[config.mk]
export PLATFORM = sky130hd
export DESIGN_NAME = pwm_peripheral
export DESIGN_NICKNAME = d
export VERILOG_FILES = /design/src/rtl/pwm_pkg.sv /design/src/rtl/pwm_timebase.sv /design/src/rtl/pwm_peripheral.sv
export SDC_FILE = /design/constraint.sdc
export NUM_CORES = 1
export LEC_CHECK = 0
export ABC_AREA = 1
export BUFFER_PORTS_ARGS = -buffer_cell sky130_fd_sc_hd__buf_2
export CAP_MARGIN = 10
export CELL_PAD_IN_SITES_DETAIL_PLACEMENT = 0
export CELL_PAD_IN_SITES_GLOBAL_PLACEMENT = 1
export CORE_MARGIN = 2
export CORE_UTILIZATION = 24
export CTS_BUF_LIST = sky130_fd_sc_hd__clkbuf_8 sky130_fd_sc_hd__clkbuf_16
export CTS_CLUSTER_DIAMETER = 60
export DETAILED_ROUTE_END_ITERATION = 10
export PLACE_DENSITY = 0.55
export REMOVE_ABC_BUFFERS = 1
export SYNTH_ARGS = -nofsm -noshare
export SYNTH_HDL_FRONTEND = slang
export SYNTH_SLANG_ARGS = --single-unit
[constraint.sdc]
create_clock -name clk -period 2.9 [get_ports clk]
set_input_delay 0.58 -clock clk [delete_from_list [all_inputs] [get_ports clk]]
set_output_delay 0.58 -clock clk [all_outputs]
set_load 0.01 [all_outputs]
[src/rtl/pwm_pkg.sv]
// Shared constants and helpers for the PWM peripheral.
package pwm_pkg;

   localparam int PWM_BITS = 8;
   localparam int NUM_CH = 16;
   localparam logic [PWM_BITS-1:0] DUTY_FULL = 8'hFF;

   // Prescaler register width; never narrower than one bit, even for CLK_DIV=1.
   function automatic int presc_width(input int clk_div);
      return (clk_div <= 2) ? 1 : $clog2(clk_div);
   endfunction

endpackage

[src/rtl/pwm_timebase.sv]
// Shared PWM timebase: prescaler, 8-bit period counter and period-aligned duty shadow.
module pwm_timebase
   import pwm_pkg::*;
#(
   parameter int CLK_DIV = 13
) (
   input  logic                clk,
   input  logic                rst,
   input  logic [PWM_BITS-1:0] pwm_duty_cycle,
   output logic                pwm_raw,
   output logic                wrap
);

   localparam int PW = presc_width(CLK_DIV);
   localparam logic [PW-1:0] PRESC_LAST = PW'(CLK_DIV - 1);

   logic [PW-1:0]       presc_q, presc_d;
   logic [PWM_BITS-1:0] cnt_q, cnt_d;
   logic [PWM_BITS-1:0] duty_active_q, duty_active_d;
   logic                tick;

   always_comb begin
      tick          = (presc_q == PRESC_LAST);
      presc_d       = tick ? '0 : presc_q + PW'(1);
      cnt_d         = tick ? cnt_q + 8'd1 : cnt_q;
      wrap          = tick && (cnt_q == '1);
      // Duty is only swapped at the period boundary so a period is never cut short.
      duty_active_d = wrap ? pwm_duty_cycle : duty_active_q;
      // Full-scale duty must stay high through count 255 as well.
      pwm_raw       = (duty_active_q == DUTY_FULL) || (cnt_q < duty_active_q);
   end

   always_ff @(posedge clk) begin
      if (rst) begin
         presc_q       <= '0;
         cnt_q         <= '0;
         duty_active_q <= '0;
      end else begin
         presc_q       <= presc_d;
         cnt_q         <= cnt_d;
         duty_active_q <= duty_active_d;
      end
   end

endmodule

[src/rtl/pwm_peripheral.sv]
// 16-pin PWM peripheral: each pin is off, static high, or the shared PWM waveform.
module pwm_peripheral
   import pwm_pkg::*;
#(
   parameter int CLK_DIV = 13
) (
   input  logic       clk,
   input  logic       rst,
   input  logic [7:0] en_reg_out_7_0,
   input  logic [7:0] en_reg_out_15_8,
   input  logic [7:0] en_reg_pwm_7_0,
   input  logic [7:0] en_reg_pwm_15_8,
   input  logic [7:0] pwm_duty_cycle,
   output logic [7:0] out_7_0,
   output logic [7:0] out_15_8,
   output logic       period_start
);

   logic              pwm_raw;
   logic              wrap;
   logic [NUM_CH-1:0] en_out;
   logic [NUM_CH-1:0] en_pwm;
   logic [NUM_CH-1:0] pins_q, pins_d;
   logic              period_start_q, period_start_d;

   pwm_timebase #(
      .CLK_DIV(CLK_DIV)
   ) u_timebase (
      .clk           (clk),
      .rst           (rst),
      .pwm_duty_cycle(pwm_duty_cycle),
      .pwm_raw       (pwm_raw),
      .wrap          (wrap)
   );

   always_comb begin
      en_out         = {en_reg_out_15_8, en_reg_out_7_0};
      en_pwm         = {en_reg_pwm_15_8, en_reg_pwm_7_0};
      // Enabled pins follow the waveform in PWM mode, otherwise sit high.
      pins_d         = en_out & (~en_pwm | {NUM_CH{pwm_raw}});
      period_start_d = wrap;
   end

   always_ff @(posedge clk) begin
      if (rst) begin
         pins_q         <= '0;
         period_start_q <= 1'b0;
      end else begin
         pins_q         <= pins_d;
         period_start_q <= period_start_d;
      end
   end

   assign out_7_0      = pins_q[7:0];
   assign out_15_8     = pins_q[15:8];
   assign period_start = period_start_q;

endmodule

After elaboration in Yosys (flattened, before gate mapping)
Cells that the tools add are included.

word-level totals
  register bits after elaboration = 37
  latch bits = 0
  bits in writable memories = 0
  memory bits (read-only) = 0
  input port bits = 42
  output and inout port bits = 17
  logic and storage cells = 17
  memories = 0

cells by class
  $add $sub $neg = 2
  multipliers = 0
  div/mod/pow operators = 0
  $lt $le $gt $ge = 1
  equal/unequal tests = 3
  shift-type cells = 0
  muxes and demuxes = 0
  bitwise operators = 3
  reductions and logical operators = 3

operator list
  cell                 number
  $and 16x16->16       1
  $eq 8x8->1 const B   2
  $not 16->16          1
  $or 16x16->16        1
  $add 8x1->8 const B  1
  $lt 8x8->1           1
  $add 4x1->4 const B  1
  $eq 4x4->1 const B   1
  $reduce_or 2->1      1
  $logic_and 1x1->1    1
  $logic_or 1x1->1     1

Logic depth before layout (Yosys ltp)
  word-level depth = 4
  mapped depth = 12
  mapped depth without buffers = 11

By module
Synthesis repeated with hierarchy kept, for this count alone.

unflattened totals
  cell total of the unflattened synthesis = 234
  area total of the unflattened synthesis = 1732.9 µm²

by module, submodules not included
  module          times used  cells an instance  area an instance (µm²)  sequential area each (µm²)
  pwm_timebase    1           147                1107.3                  400.4
  pwm_peripheral  1           87                 625.6                   340.3

Least setup slack after synthesis
Ideal clock, no wire load.

  path kind = flip-flop to flip-flop
  from = reg u_timebase.duty_active_q[5]
  to = reg pins_q[10]
  library setup time = 0.056 ns
  data arrival time = 1.375 ns
  data required time = 2.844 ns
  slack = 1.469 ns
  stages on the path, launching flop included = 11
  path buffers = 1
  period minus slack after synthesis = 1.431 ns
  cells stage by stage = dfxtp_1 -> inv_1 -> ha_1 -> a21oi_1 -> nor2_1 -> nor3_2 -> nand2_2 -> buf_8 -> nand3_2 -> nand2_1 -> inv_1

between the ends
  longest elaborated chain between the ends = 4
  elaborated cells on any way between the ends = 5
  classes of those cells = order compare (1); eq/ne (1); bitwise (2); reduce/logical (1)

ends and longest elaborated chain
  element                                          RTL line              source
  start: declaration                               pwm_timebase.sv:19    logic [PWM_BITS-1:0] duty_active_q, duty_active_d;
  start signal: assignment                         pwm_timebase.sv:41    duty_active_q <= duty_active_d;
  $lt 8x8->1 / $eq 8x8->1 (equally long branches)  pwm_timebase.sv:30    pwm_raw = (duty_active_q == DUTY_FULL) || (cnt_q < duty_active_q);
  $logic_or 1x1->1 *                               pwm_timebase.sv:30
  $or 16x16->16 *                                  pwm_peripheral.sv:40  pins_d = en_out & (~en_pwm | {NUM_CH{pwm_raw}});
  $and 16x16->16 *                                 pwm_peripheral.sv:40
  end signal: assignment                           pwm_peripheral.sv:49  pins_q <= pins_d;
  end: declaration                                 pwm_peripheral.sv:23  logic [NUM_CH-1:0] pins_q, pins_d;

Mark *: on every way between the ends. The rest lies on a longest branch, timed or not.
A chain may end at the register's enable or synchronous reset.

Worst setup path after layout
  from = reg u_timebase.duty_active_q[5]
  to = reg pins_q[0]

Same word-level chain as after synthesis.

==> flow_metrics.tcl <==
set metrics [dict create \
    irDropWorstVdd_mv 0.152 \
    worstReg2RegEnd "pins_q[0]$_SDFF_PP0_" \
    r2r_slack_ns 1.19 \
    syn_area_per_cell_um2 7.54 \
    cts_buffer_depth 2 \
    min_period_ns 1.71 \
    cts-root-buf "clkbuf_8" \
    r2r.worst_path.cells 9 \
    crit_fanout 16 \
    diodes 0 \
    clkLatencyLatePin_ns 0.28 \
    yosys_warnings 0 \
    period_share_pct 58.8 \
    cts_resized 0 \
    min_to "u_timebase.duty_active_q[6]$_SDFFE_PP0P_" \
    nets 352 \
    ys_seq_area_share_pct 41.1 \
    grt_pass1_vias 1568 \
    holdPathStages 2 \
    tightest_slew_ns 0.434 \
    slew_headroom_pct 71.0 \
    synthCells 239 \
    area.growth.synth_to_final_pct 25.1 \
    cts.clk_slew.worst_paths_ns 0.07 \
    fin_tns_setup_ns 0 \
    viasPerCell 3.91 \
    rows 31 \
    crit_type "reg2reg" \
    hold_buffers 0 \
    fill_cells 835 \
    ys_ff_latch 37 \
    crit_arrival_ns 1.93 \
    cts_sinks 37 \
    grt_antenna_before_repair 0 \
    gp_congestion 0.695 \
    p_per_area_mw_per_mm2 416 \
    drtIter0Drc 40 \
    grt_usage_pct 10.2 \
    die_h_um 90.6 \
    fp.dieArea_mm2 0.00822 \
    grt_pass1_wl_mm 6.83 \
    required_ns 3.13 \
    gr-total-overflow 0 \
    final_common_cell "buf_2" \
    pin_count 59 \
    initial_utilization_pct 24.8 \
    finClkSkew_ns 0.00560 \
    die_x_um 90.6 \
    mostFrequentLayoutCells "buf_2, nand2_1, inv_1" \
    wire_per_inst_um 9.96 \
    wl_mm 3.96 \
    drc_errors 0 \
    drive_gt1_share_pct 30.1 \
    status "finished clean" \
    report.final.hold_viol_count 0 \
    post_cts_buffers 0 \
    port_buffers 58 \
    setup_viol 0 \
    cts_tree "done" \
    netlist_area_mm2 0.00180 \
    numCtsBuffers 5 \
    p_leak_uw 0.00124 \
    rsz0062_at_grt "false" \
    cap_viol_max_count 0 \
    r2r-start "u_timebase.duty_active_q[5]$_SDFFE_PP0P_" \
    drt_pre_antenna_iters 4 \
    grt_max_degree 19 \
    hold_class "reg2reg" \
    synth_cell_types 27 \
    cp-start-kind "register" \
    antenna_left 0 \
    end_kind "register" \
    fp.coreArea_mm2 0.00725 \
    p_total_uw 938 \
    h-tree-depth 2 \
    report.final.slew_viol_count 0 \
    detailroute.via_count 1556 \
    min-delay-start "u_timebase.duty_active_q[6]$_SDFFE_PP0P_" \
    place_hpwl_mm 3.05 \
    max_freq_ghz 0.586 \
]
[report_power, final]
| part | switching (uW) | total, uW | leakage [uW] | internal, uW |
|---|---|---|---|---|
| Combinational | 41.4 | 84.6 | 0.000904 | 43.3 |
| Clock | 170 | 328 | 0.0000399 | 158 |
| Sequential | 5.47 | 526 | 0.000301 | 521 |
| Total | 216 | 938 | 0.00124 | 722 |
[area by class of cell]
class                   instances  area (um^2)  share of cell area, %
repair buffers                 59          298                   13.2
clock buffers                   5         68.8                   3.05
inverters                      53          200                   8.88
clock inverters                 1         5.00                  0.222
flip-flops and latches         37          741                   32.9
well taps                      99          124                   5.50
multi-input cells             144          817                   36.3
[synth_stat cells, drive strengths merged]
master | count | share of area (%)
xnor2 | 1 | 0.49
ha | 10 | 6.9
buf | 3 | 1.7
a21oi | 18 | 5.0
nor3 | 4 | 1.9
inv | 50 | 10
clkinv | 3 | 0.69
xor2 | 1 | 0.49
nand3 | 22 | 10
nand2 | 53 | 11
nand4 | 2 | 0.69
and3 | 1 | 0.35
nor4 | 1 | 1.2
nor2 | 26 | 5.4
dfxtp | 37 | 41
clkbuf | 1 | 0.21
dlygate4sd1 | 1 | 0.49
o21ai | 5 | 1.4
[per-stage QoR]
stage	instance area (um^2)	utilization [%]	hold slack, ns	std cells	worst slack, ns
after detailed placement	2180	30.0	0.455	392	1.18
final	2250	31.1	0.468	398	1.19
after CTS	2250	31.1	0.469	398	1.18
after global placement	2180	30.0	0.455	392	1.23
after global routing	2250	31.1	0.494	398	1.02
after floorplan	1760	-	0.430	234	1.44
[worst max-delay path by stage]
stage                                             startpoint  cells past startpoint                   end  slack [ns]
floorplan           u_timebase.duty_active_q[5]$_SDFFE_PP0P_                      9  pins_q[0]$_SDFF_PP0_        1.44
global placement    u_timebase.duty_active_q[5]$_SDFFE_PP0P_                      9  pins_q[4]$_SDFF_PP0_        1.23
detailed placement  u_timebase.duty_active_q[5]$_SDFFE_PP0P_                      9  pins_q[1]$_SDFF_PP0_        1.18
CTS                 u_timebase.duty_active_q[5]$_SDFFE_PP0P_                      9  pins_q[1]$_SDFF_PP0_        1.18
global route        u_timebase.duty_active_q[5]$_SDFFE_PP0P_                      9  pins_q[0]$_SDFF_PP0_        1.02
finish              u_timebase.duty_active_q[5]$_SDFFE_PP0P_                      9  pins_q[0]$_SDFF_PP0_        1.19
[kinds of logic (layout without fill, tap and decap cells)]
logic type	after synthesis	count (layout)	share of synthesized area (%)
buf+inv	58	118	13.5
fa+ha+maj	10	10	6.94
simple gates	109	109	31.0
xor+xnor	2	2	0.972
compound gates	23	23	6.39
flops	37	37	41.1
[per-layer routing]
layer	GRT usage [%]	part of all wire, %
met1	12.5	48
met4	3.08	0.96
met5	0	0
met2	16.4	44
met3	4.01	6.8
[worst max-delay path, cell delays in order (launching register included)]
cell	delay, ns
dfxtp_1	0.34
inv_1	0.09
ha_1	0.32
a21oi_1	0.17
nor2_1	0.07
nor3_2	0.12
nand2_2	0.29
nand3_1	0.16
nand2_1	0.06
inv_1	0.04
[state kept, by name (all words and copies together) (netlist names)]
| signal | cells |
|---|---|
| pins_q | 16 |
| u_timebase.cnt_q | 8 |
| u_timebase.duty_active_q | 8 |
| u_timebase.presc_q | 4 |
| period_start | 1 |
Power figures use the tool's default switching activity.
